<file path="src/rtl/cpu_pkg.sv">
// Shared CPU opcode encodings and small sizing helpers for the pipeline blocks.
package cpu_pkg;

  typedef enum logic [7:0] {
    NOP = 8'd0,
    LW  = 8'd1,
    SW  = 8'd2,
    ADD = 8'd3,
    SUB = 8'd4
  } opcode_e;

  // Countdown width for a load-use window; a 1-cycle latency still needs a 1-bit slot.
  function automatic int cnt_width(input int load_latency);
    return (load_latency <= 2) ? 1 : $clog2(load_latency);
  endfunction

endpackage

</file>
<file path="src/rtl/hazard_scoreboard_if.sv">
// Decode/execute hazard bus: pipeline side drives selectors and execute info, scoreboard returns stall.
interface hazard_scoreboard_if #(
  parameter int NUM_READ_PORTS = 2,
  parameter int REG_SEL_W      = 4,
  parameter int OPCODE_W       = 8
);
  logic [NUM_READ_PORTS-1:0]           i_decoder_re;
  logic [NUM_READ_PORTS*REG_SEL_W-1:0] i_decoder_rs;
  logic                                i_execute_valid;
  logic [REG_SEL_W-1:0]                i_execute_ws;
  logic [OPCODE_W-1:0]                 i_execute_opcode;
  logic                                i_mem_wait;
  logic                                i_flush;
  logic                                o_stall;
  logic [NUM_READ_PORTS-1:0]           o_stall_port;
  logic                                o_busy;
  logic [15:0]                         o_stall_count;

  modport master (
    output i_decoder_re, i_decoder_rs, i_execute_valid, i_execute_ws,
    output i_execute_opcode, i_mem_wait, i_flush,
    input  o_stall, o_stall_port, o_busy, o_stall_count
  );

  modport slave (
    input  i_decoder_re, i_decoder_rs, i_execute_valid, i_execute_ws,
    input  i_execute_opcode, i_mem_wait, i_flush,
    output o_stall, o_stall_port, o_busy, o_stall_count
  );
endinterface

</file>
<file path="src/rtl/scoreboard_entry.sv">
// One register's load-use countdown: load wins, else decrement toward 0 when enabled.
// Latency: count updates on the next edge; nonzero flag is combinational from the count.
module scoreboard_entry #(
  parameter int CNT_W = 1
) (
  input  logic             i_clk,
  input  logic             i_reset_n,
  input  logic             load,
  input  logic [CNT_W-1:0] load_val,
  input  logic             dec_en,
  output logic             nonzero
);

  logic [CNT_W-1:0] count_q;

  always_ff @(posedge i_clk or negedge i_reset_n) begin
    if (!i_reset_n) begin
      count_q <= '0;
    end else if (load) begin
      count_q <= load_val;
    end else if (dec_en && nonzero) begin
      count_q <= count_q - CNT_W'(1);
    end
  end

  assign nonzero = |count_q;

endmodule

</file>
<file path="src/rtl/hazard_scoreboard.sv">
// Load-use hazard scoreboard: zero-latency stall from execute-stage LW match or pending countdowns.
// Frozen by i_mem_wait (entries and stall counter hold); stall output stays live throughout.
module hazard_scoreboard
  import cpu_pkg::*;
#(
  parameter int NUM_READ_PORTS = 2,
  parameter int REG_SEL_W      = 4,
  parameter int LOAD_LATENCY   = 1,
  parameter int OPCODE_W       = 8
) (
  input  logic               i_clk,
  input  logic               i_reset_n,
  hazard_scoreboard_if.slave bus
);

  localparam int              NUM_REGS = 2**REG_SEL_W;
  localparam int              CNT_W    = cnt_width(LOAD_LATENCY);
  localparam logic [CNT_W-1:0] LOAD_VAL = CNT_W'(LOAD_LATENCY - 1);

  logic                      exec_load;
  logic                      advance;
  logic                      stall;
  logic [NUM_REGS-1:0]       entry_nz;
  logic [NUM_READ_PORTS-1:0] port_hit;
  logic [15:0]               stall_count_q;

  assign exec_load = bus.i_execute_valid
                   & (bus.i_execute_opcode == OPCODE_W'(LW))
                   & ~bus.i_flush;
  assign advance   = ~bus.i_mem_wait;

  // Entry holds the cycles still owed after the load leaves execute; the execute cycle itself
  // is covered by the direct selector compare below.
  for (genvar r = 0; r < NUM_REGS; r++) begin : g_entry
    scoreboard_entry #(.CNT_W(CNT_W)) u_entry (
      .i_clk     (i_clk),
      .i_reset_n (i_reset_n),
      .load      (advance & exec_load & (bus.i_execute_ws == REG_SEL_W'(r))),
      .load_val  (LOAD_VAL),
      .dec_en    (advance),
      .nonzero   (entry_nz[r])
    );
  end

  for (genvar k = 0; k < NUM_READ_PORTS; k++) begin : g_port
    logic [REG_SEL_W-1:0] rs;
    assign rs          = bus.i_decoder_rs[k*REG_SEL_W +: REG_SEL_W];
    assign port_hit[k] = bus.i_decoder_re[k]
                       & ((exec_load & (rs == bus.i_execute_ws)) | entry_nz[rs]);
  end

  assign stall = |port_hit;

  always_ff @(posedge i_clk or negedge i_reset_n) begin
    if (!i_reset_n) begin
      stall_count_q <= '0;
    end else if (stall && advance && (stall_count_q != 16'hFFFF)) begin
      stall_count_q <= stall_count_q + 16'd1;
    end
  end

  assign bus.o_stall_port  = port_hit;
  assign bus.o_stall       = stall;
  assign bus.o_busy        = |entry_nz;
  assign bus.o_stall_count = stall_count_q;

endmodule

</file>
<file path="src/flat_wrapper.sv">
// flat-port wrapper written by rule: the top's interface ports become plain ports
module hazard_scoreboard_flat import cpu_pkg::*;
#(
  parameter int NUM_READ_PORTS = 2,
  parameter int REG_SEL_W      = 4,
  parameter int LOAD_LATENCY   = 1,
  parameter int OPCODE_W       = 8
)
  (i_clk, i_reset_n, bus_i_decoder_re, bus_i_decoder_rs, bus_i_execute_valid, bus_i_execute_ws, bus_i_execute_opcode, bus_i_mem_wait, bus_i_flush, bus_o_stall, bus_o_stall_port, bus_o_busy, bus_o_stall_count);
  hazard_scoreboard_if #(.NUM_READ_PORTS(NUM_READ_PORTS), .REG_SEL_W(REG_SEL_W), .OPCODE_W(OPCODE_W)) bus_i ();
  input  logic i_clk;
  input  logic i_reset_n;
  input wire logic [$bits(bus_i.i_decoder_re)-1:0] bus_i_decoder_re;
  input wire logic [$bits(bus_i.i_decoder_rs)-1:0] bus_i_decoder_rs;
  input wire logic [$bits(bus_i.i_execute_valid)-1:0] bus_i_execute_valid;
  input wire logic [$bits(bus_i.i_execute_ws)-1:0] bus_i_execute_ws;
  input wire logic [$bits(bus_i.i_execute_opcode)-1:0] bus_i_execute_opcode;
  input wire logic [$bits(bus_i.i_mem_wait)-1:0] bus_i_mem_wait;
  input wire logic [$bits(bus_i.i_flush)-1:0] bus_i_flush;
  output wire logic [$bits(bus_i.o_stall)-1:0] bus_o_stall;
  output wire logic [$bits(bus_i.o_stall_port)-1:0] bus_o_stall_port;
  output wire logic [$bits(bus_i.o_busy)-1:0] bus_o_busy;
  output wire logic [$bits(bus_i.o_stall_count)-1:0] bus_o_stall_count;
  assign bus_i.i_decoder_re = bus_i_decoder_re;
  assign bus_i.i_decoder_rs = bus_i_decoder_rs;
  assign bus_i.i_execute_valid = bus_i_execute_valid;
  assign bus_i.i_execute_ws = bus_i_execute_ws;
  assign bus_i.i_execute_opcode = bus_i_execute_opcode;
  assign bus_i.i_mem_wait = bus_i_mem_wait;
  assign bus_i.i_flush = bus_i_flush;
  assign bus_o_stall = bus_i.o_stall;
  assign bus_o_stall_port = bus_i.o_stall_port;
  assign bus_o_busy = bus_i.o_busy;
  assign bus_o_stall_count = bus_i.o_stall_count;
  hazard_scoreboard #(.NUM_READ_PORTS(NUM_READ_PORTS), .REG_SEL_W(REG_SEL_W), .LOAD_LATENCY(LOAD_LATENCY), .OPCODE_W(OPCODE_W)) u_core (.i_clk(i_clk), .i_reset_n(i_reset_n), .bus(bus_i));
endmodule
</file>
<file path="config.mk">
export PLATFORM = sky130hd
export DESIGN_NAME = hazard_scoreboard_flat
export DESIGN_NICKNAME = d
export VERILOG_FILES = /design/src/rtl/cpu_pkg.sv /design/src/rtl/hazard_scoreboard_if.sv /design/src/rtl/scoreboard_entry.sv /design/src/rtl/hazard_scoreboard.sv /design/src/flat_wrapper.sv
export SDC_FILE = /design/constraint.sdc
export NUM_CORES = 1
export LEC_CHECK = 0
export CAP_MARGIN = 0
export CORE_UTILIZATION = 25
export DETAILED_ROUTE_END_ITERATION = 10
export SKIP_LAST_GASP = 1
export SYNTH_ARGS = -nofsm -noshare
export SYNTH_HDL_FRONTEND = slang
export SYNTH_HIERARCHICAL = 1
export SYNTH_SLANG_ARGS = --single-unit
</file>
<file path="constraint.sdc">
create_clock -name i_clk -period 2.9 [get_ports i_clk]
set_clock_uncertainty 0.1 [all_clocks]
set_input_delay 0.29 -clock i_clk [delete_from_list [all_inputs] [get_ports i_clk]]
set_output_delay 0.29 -clock i_clk [all_outputs]
set_load 0.02 [all_outputs]
</file>
=== After elaboration in Yosys (flattened, before gate mapping) ===
Index checks and enable logic that the tools add are counted.

* Word-level logic and storage cells: 155
* Flip-flop bits (word level): 32
* Output and inout port bits: 20

* Reductions and logical operators: 37
* Multiplexer cells: 36
* Equal/unequal tests: 19
* Order comparisons: 2
* Bitwise logic cells: 27
* $add $sub $neg: 17

{| class="wikitable"
|+ Operators with widths
! kind !! count
|-
| $mux 1 || 34
|-
| $eq 4x4->1 const B || 8
|-
| $reduce_bool 2->1 || 16
|-
| $and 1x1->1 || 23
|-
| $logic_and 1x1->1 || 18
|-
| $add 16x1->16 const B || 1
|-
| $eq 4x3->1 const B || 4
|-
| $ne 16x16->1 const B || 1
|-
| $reduce_or 16->1 || 1
|-
| $sub 1x1->1 const B || 16
|-
| $lt 4x5->1 const B || 2
|-
| $bmux 1 s4 || 2
|-
| $eq 4x2->1 const B || 2
|-
| $eq 4x4->1 || 2
|-
| $eq 8x1->1 const B || 1
|-
| $eq 4x1->1 const B || 1
|-
| $logic_not 4->1 || 1
|-
| $not 1->1 || 2
|-
| $or 1x1->1 || 2
|-
| $reduce_or 2->1 || 1
|}

=== Logic depth before layout (Yosys ltp) ===
Gate-level depths: netlist (run 1).

* Depth after elaboration: 9
* Depth in mapped cells: 10

=== Modules after synthesis ===
The synthesis (run 1) kept the hierarchy.

{| class="wikitable"
|+ Modules (own cells, without submodules)
! module !! sequential area each (um^2) !! instances !! area an instance (um^2) !! cells an instance
|-
| hazard_scoreboard || 400.4 || 1 || 1,441.4 || 156
|-
| scoreboard_entry || 25.0 || 16 || 43.8 || 4
|}

=== Worst setup path before layout (run 1) ===
OpenSTA, ideal clock, no wires.

* Path type: flip-flop to flip-flop
* From: reg u_core.stall_count_q[0] (netlist: u_core/bus.o_stall_count[0])
* To: reg u_core.stall_count_q[1] (netlist: u_core/bus.o_stall_count[1])
* Slack: 553 ps
* Cell stages (with the launch flop): 7
* Data arrival time: 2,122 ps
* Buffers on the path: 0
* Cell sequence: dfrtp_1 ha_1 and3_1 nand3_1 nor3_1 or3_4 mux2_4

* Longest elaborated chain between the ends: 2
* Elaborated cells on any way between the ends: 3

{| class="wikitable"
|+ Ends and longest elaborated chain
! what !! line !! RTL
|-
| start: declaration || hazard_scoreboard.sv:25 || <nowiki>logic [15:0] stall_count_q;</nowiki>
|-
| start signal: assignment || hazard_scoreboard.sv:58 || <nowiki>stall_count_q <= stall_count_q + 16'd1;</nowiki>
|-
| parallel branches: the longest is 2 deep, another holds $add 16x1->16 || - ||
|}

Several ways; the timed one is not identified.
A chain may end at the register's enable or synchronous reset.

=== Worst setup path after layout (run 1) ===
* From: in bus_i_execute_opcode[1]
* To: reg u_core.stall_count_q[1] (netlist: u_core/bus.o_stall_count[1])

* Longest elaborated chain between the ends: 9
* Elaborated cells on any way between the ends: 12

{| class="wikitable"
|+ Ends and longest elaborated chain
! what !! line !! RTL
|-
| start: declaration || flat_wrapper.sv:17 || <nowiki>input wire logic [$bits(bus_i.i_execute_opcode)-1:0] bus_i_execute_opcode;</nowiki>
|-
| $eq 8x1->1 (*) || hazard_scoreboard.sv:28 || <nowiki>& (bus.i_execute_opcode == OPCODE_W'(LW))</nowiki>
|-
| $and 1x1->1 (*) || hazard_scoreboard.sv:28 ||
|-
| $and 1x1->1 (*) || hazard_scoreboard.sv:29 || <nowiki>& ~bus.i_flush;</nowiki>
|-
| $and 1x1->1 || hazard_scoreboard.sv:49 || <nowiki>& ((exec_load & (rs == bus.i_execute_ws)) | entry_nz[rs]);</nowiki>
|-
| $or 1x1->1 || hazard_scoreboard.sv:49 ||
|-
| $and 1x1->1 || hazard_scoreboard.sv:49 ||
|-
| $reduce_or 2->1 (*) || hazard_scoreboard.sv:52 || <nowiki>assign stall = |port_hit;</nowiki>
|-
| $logic_and 1x1->1 (*) (2 in a row) || hazard_scoreboard.sv:57 || <nowiki>end else if (stall && advance && (stall_count_q != 16'hFFFF)) begin</nowiki>
|}

Every way passes the cells marked *; elsewhere a longest branch is shown, timed or not.

==> qor.yml, run 1 <==
met3_wirelength_um: 359
cellLeakagePower_nw: 1.27
grt_pass1_wl_um: 9030
nets: 328
async_reset_ff_share_pct: 100
wirelength_um: 5480
fin_cells: 406
seq_area_frac_synth_pct: 37.4
ir_worst_vdd_uv: 139
viasPerCell: 4.58
cp-start-kind: "primary input"
arrival_ns: 2.83
clk-insertion-delay-late_ns: 0.29
topRoutingLayerUsed: "met4"
cts_max_level: 2
die_w_um: 94.6
drcViolationCount: 0
drt-met1-wl_um: 2570
seq_area_sq_um: 801
clockRootBuffer: "clkbuf_8"
syn_area_sq_um: 2140
antennaDiodeCount: 0
die-area_sq_um: 8940
io_pins: 47
slowest_stage: "clkdlybuf4s50_1"
core_area_sq_um: 8260
cts_tree: "done"
drive_gt1_share_pct: 21.3
path_depth: 9
yosysTopAreaCellShare_pct: 37.4
grt_pass1_vias: 1912
synth_edf_count: 0
die_y_um: 94.6
cp_cell_sequence: "clkdlybuf4s50_1, nor4b_2, nand4b_1, nor4_2, a311oi_2, and2_1, buf_4, or3_4, mux2_4"
start_util_pct: 25.9
firstDrtPassIters: 4
reg2reg_depth: 9
fmax_ghz: 0.362
numClockSinks: 32
synth.avg_cell_area_sq_um: 9.74
core.rowCount: 33
avgRoutedWirePerCell_um: 13.5
critPathTopFamily: "simple AND/OR/NAND/NOR gates"
drt_iter0_drc: 62
netlist_top_cells_area: "dfrtp_1, o21ai_2, xor2_1"
clkTransAtPathRegs_ns: 0.07
cp-end-kind: "register"
hpwl_um: 4280
final_util_pct: 36.3
placedCellCount: 397
period_minus_slack_ns: 2.76
rsz0062_at_grt: "no"
hp-class: "primary input to async pin"
status: "completed"
area_delta_synth_final_pct: 40.0
cts_buffers: 5
criticalPathCategory: "primary input to register"
grt_usage_pct: 13.0
ys.flop_type: "dfrtp_1"
cp_num_buf_inv: 2
setup_viol: 0
slowest_delay_ns: 0.43
worstPathRequired_ns: 2.97
fin_crit_sh_pct: 95.3
ys_warn_count: 6
fillerInstances: 848
power_density_nw_per_um2: 399
ys_seq_elements: 32
grt_antenna_before_repair: 0
vias: 1860
drv_cap: 0
grt_max_degree: 33
wl_met2_um: 2490
multi_input_comb_area_sq_um: 1350
cp_max_fo: 15
grt_overflow: 0
cts_buffer_depth: 2
yosys.area.top_type: "dfrtp_1"
synthDistinctLibCells: 37
ant_nets: 0
place_congestion: 0.890
postSynthCellCount: 220
slew_violations: 0
hold_viol_final: 0
tns_ns: 0
portBuffers: 46
-- report_power, final --
group	total, W	internal [W]	switching (W)
clock network	0.000372	0.000192	0.000179
registers	0.000520	0.000481	0.0000387
logic	0.000306	0.000163	0.000143
total	0.00120	0.000836	0.000361
-- cell usage in the layout (no fill, tap or decap), types with 2 or more instances in the layout --
cell / instances
nand2_1: 24
nand4_1: 4
conb_1: 16
mux2i_1: 2
clkdlybuf4s50_1: 41
nand3b_1: 3
clkinvlp_4: 2
xnor2_1: 5
nor3b_1: 3
mux2_2: 6
nand3_1: 7
clkbuf_8: 6
inv_1: 6
nor3_1: 8
o21ai_2: 16
o22ai_1: 2
nor4_2: 5
dlygate4sd2_1: 5
nand2b_1: 19
nor2_1: 20
nor4_1: 9
dfrtp_1: 32
xor2_1: 16
nor4b_1: 3
and3_1: 3
mux4_2: 4
buf_4: 19
nor4b_2: 2
a311oi_2: 2
-- state kept, by name (all words and copies together) (netlist names) --
signal and flops:
u_core/bus.o_stall_count 16, u_core/g_entry.u_entry/nonzero 16
-- kinds of logic (layout without fill, tap and decap cells) --
| logic type | count (synthesis) | count (layout) | synth area share, % |
|---|---|---|---|
| and+or+nand+nor | 116 | 116 | 30.5 |
| buffers and inverters | 13 | 79 | 3.68 |
| AOI/OAI and AO/OA | 21 | 21 | 8.35 |
| xor gates and xnor gates | 21 | 21 | 8.59 |
| other | 1 | 16 | 0.175 |
| DFF | 32 | 32 | 37.4 |
| adders and majority gates | 1 | 1 | 0.584 |
| muxes | 15 | 15 | 10.7 |
-- per-layer routing --
layer,track usage (%),vias up
li1,-,934
met1,17.2,868
met2,21.6,52
met3,2.74,6
met4,3.54,0
met5,0,-
-- stage by stage --
stage	cell area, sq um	hold WS (ns)	power (W)	worst slack [ns]
finish	3000	0.309	0.00120	0.137
global route	3000	0.346	0.00126	0.00457
CTS	2980	0.326	0.00121	0.0509
detailed placement	2870	0.379	0.000837	-0.323
global placement	2870	0.378	0.000831	-0.324
floorplan	2200	-0.106	0.000673	0.553
-- path summary, 6_finish.rpt --
check	slack, ns	startpoint	end
setup / recovery	0.14	bus_i_execute_opcode[1]	u_core/bus.o_stall_count[1]$_DFFE_PN0P_
hold / removal	0.31	i_reset_n	u_core/bus.o_stall_count[10]$_DFFE_PN0P_
setup reg to reg	0.29	u_core/g_entry[1].u_entry/nonzero$_DFFE_PN0P_	u_core/bus.o_stall_count[1]$_DFFE_PN0P_
hold reg to reg	0.40	u_core/bus.o_stall_count[9]$_DFFE_PN0P_	u_core/bus.o_stall_count[9]$_DFFE_PN0P_
max in group asynchronous	2.06	i_reset_n	u_core/g_entry[7].u_entry/nonzero$_DFFE_PN0P_
min in group i_clk	0.40	u_core/bus.o_stall_count[9]$_DFFE_PN0P_	u_core/bus.o_stall_count[9]$_DFFE_PN0P_
-- cells in the mapped netlist (4+ instances only) --
master    number
nor2_1        20
inv_1          6
nand2_1       24
xor2_1        16
nand4_1        4
buf_6          4
nor3_1         8
xnor2_1        5
nand2b_1      19
mux4_2         4
o21ai_2       16
nor4_1        12
mux2_2         6
dfrtp_1       32
nand3_1        7
-- final cells by class --
cell class,count,area share [%]
clock inverter,2,0.501
clock buffer,6,2.75
timing repair buffer,65,19.9
multi-input combinational,190,45.0
tap,105,4.38
sequential,32,26.7
inverter,6,0.751
-- repair_timing --
action | in CTS | in global routing
buffers inserted | 1 | 0
pin swaps | 2 | 3
hold endpoints to repair | 0 | 0
hold buffers | 0 | 0
setup endpoints to repair | 3 | 6
gates resized for setup | 7 | 3
Power figures use the tool's default switching activity.
==> inputs of run 2 (changes only) <==
- CTS_CLUSTER_SIZE: default -> 10
==> results of run 2 <==
Final layout, timing and power as in run 1 (identical DEF).
==> inputs of run 3 (changes only) <==
- clock period: 2.9 -> 3 ns (I/O delays scaled with it)
==> run 3 against run 2 <==
Net effect:
- sequential share of layout area up 0.25 points
- die area unchanged
- clock power down 1%
- non-clock buffer count down 3
- worst hold slack better by 0.012 ns
- clock-buffer cell count up 1
- power down 2.5%
- via count down 0.65%
- critical path depth unchanged
- final area down 0.92%
- flip-flop and latch count unchanged
==> qor.yml, run 3 (synthesized netlist as in run 1, its figures left out) <==
hold_viol_final: 0  # unchanged
portBuffers: 46  # unchanged
cts_buffer_depth: 2  # unchanged
cp_max_fo: 5  # -10
io_pins: 47  # unchanged
slowest_delay_ns: 0.55  # +0.12 ns
ant_nets: 0  # unchanged
clockRootBuffer: "clkbuf_8"
fin_cells: 402  # -0.99%
ir_worst_vdd_uv: 180  # +29%
status: "completed"
layout_common_cells: "clkdlybuf4s50_1, dfrtp_1, nand2_1"
cp_cell_sequence: "clkdlybuf4s50_1, buf_4, mux2_2, o22ai_1, nor3_1, a311oi_2, and2_1, inv_1, dlygate4sd2_1"
cellLeakagePower_nw: 1.26  # -1.1%
grt_antenna_before_repair: 0  # unchanged
die_y_um: 94.6  # unchanged
met3_wirelength_um: 364  # +1.4%
start_util_pct: 25.9  # unchanged
core_area_sq_um: 8260  # unchanged
rsz0062_at_grt: "no"
p_int_w: 0.000827  # -1.2%
cts_tree: "done"
grt_pass1_wl_um: 8940  # -0.92%
clkPwrFrac_pct: 31.6  # +0.6 points
placedCellCount: 394  # -0.76%
clk-insertion-delay-late_ns: 0.29  # about the same
core.rowCount: 33  # unchanged
fin_crit_sh_pct: 95.7
tns_ns: 0  # unchanged
grt_overflow: 0  # unchanged
hp-class: "primary input to async pin"
setup_viol: 0  # unchanged
p_comb_share_pct: 25.2  # -0.3 points
slowest_stage: "clkdlybuf4s50_1"
power.total_w: 0.00117  # -2.5%
cts_max_level: 2  # unchanged
drt-met1-wl_um: 2530  # -1.4%
r2r-end: "u_core/bus.o_stall_count[1]$_DFFE_PN0P_"
rr_startpoint: "u_core/g_entry[6].u_entry/nonzero$_DFFE_PN0P_"
cp-start-kind: "primary input"
grt_pass1_vias: 1907  # -0.26%
firstDrtPassIters: 4  # unchanged
drv_cap: 0  # unchanged
drt_iter0_drc: 75  # +21%
cp-end-kind: "output port"
criticalPathCategory: "primary input to output port"
die_w_um: 94.6  # unchanged
slew_violations: 0  # unchanged
grt_max_degree: 33  # unchanged
antennaDiodeCount: 0  # unchanged
switching_power_w: 0.000340  # -5.7%
topRoutingLayerUsed: "met4"
worstPathRequired_ns: 2.60  # -0.37 ns
vias: 1848  # -0.65%
drcViolationCount: 0  # unchanged
power_density_nw_per_um2: 393  # -1.6%
p_seq_share_pct: 43.2  # -0.2 points
final_util_pct: 36.0  # -0.33 points
cts_buffers: 5  # unchanged
layout_commonest_cell: "clkdlybuf4s50_1"
drive_gt1_share_pct: 19.9  # -1.4 points
hold_buffers: 0  # unchanged
area_delta_synth_final_pct: 38.7
clkTransAtPathRegs_ns: 0.08  # about the same
crit_path_end: "bus_o_stall"
die-area_sq_um: 8940  # unchanged
hpwl_um: 4130  # -3.6%
nets: 325  # -0.91%
viasPerCell: 4.60  # +0.34%
arrival_ns: 2.47  # -0.36 ns
place_congestion: 0.853  # -4.1%
reg2reg_depth: 8  # -1
avgRoutedWirePerCell_um: 13.3  # -1.5%
switching_share_pct: 29.2  # -0.98 points
crit_start: "bus_i_decoder_rs[0]"
fmax_ghz: 0.348
period_minus_slack_ns: 2.87
grt_usage_pct: 12.9  # -0.10 points
numClockSinks: 32  # unchanged
r2r_slack_ns: 0.51  # +0.22 ns
wl_met2_um: 2360  # -5.0%
wirelength_um: 5340  # -2.5%
-- run 3: area by class of cell --
type	count	area, sq um
inverter	6	22.5
clock buffer	7	96.3
timing repair buffer	62	577
sequential	32	801
tap	105	131
multi-input combinational	190	1340
fill	860	5290
-- run 3: what timing repair did --
item,in CTS,in global routing
setup buffers,0,1
pin swaps,2,2
resized for setup,7,0
endpoints found under the setup margin,3,1
-- run 3: worst max-delay path, delay by kind of cell --
family                 cells  cell delay, ns
multiplexers               1            0.33
buffers and inverters      4            1.08
AND/OR/NAND/NOR            2            0.28
AO/OA/AOI/OAI              2            0.48
-- run 3: worst min-delay path by stage --
stage | to | depth (start not counted)
after floorplan | u_core/bus.o_stall_count[0]$_DFFE_PN0P_ | 0
after global placement | u_core/bus.o_stall_count[9]$_DFFE_PN0P_ | 1
after detailed placement | u_core/bus.o_stall_count[9]$_DFFE_PN0P_ | 1
after CTS | u_core/bus.o_stall_count[1]$_DFFE_PN0P_ | 2
after global routing | u_core/bus.o_stall_count[12]$_DFFE_PN0P_ | 2
final | u_core/g_entry[14].u_entry/nonzero$_DFFE_PN0P_ | 2
-- run 3: stage by stage --
| step | hold slack, ns | cell area [sq um] | setup WS [ns] |
|---|---|---|---|
| 2_1_floorplan | -0.0956 | 2200 | 0.653 |
| 3_3_place_gp | 0.380 | 2850 | -0.239 |
| 3_5_place_dp | 0.382 | 2850 | -0.255 |
| 4_1_cts | 0.340 | 2960 | -0.00516 |
| 5_1_grt | 0.359 | 2970 | 0.0268 |
| 6_report | 0.322 | 2970 | 0.129 |
-- run 3: power groups by stage --
stage / clock network, W / logic [W] / registers (W)
2_1_floorplan: 0 / 0.000103 / 0.000548
3_3_place_gp: 0 / 0.000290 / 0.000511
3_5_place_dp: 0 / 0.000296 / 0.000513
4_1_cts: 0.000379 / 0.000297 / 0.000504
5_1_grt: 0.000393 / 0.000319 / 0.000508
6_report: 0.000368 / 0.000294 / 0.000504
-- run 3: metal layers --
metal | vias up | GRT usage (%)
met4 | 0 | 4.67
met3 | 8 | 2.90
met1 | 854 | 17.0
met5 | - | 0
li1 | 930 | -
met2 | 56 | 20.8
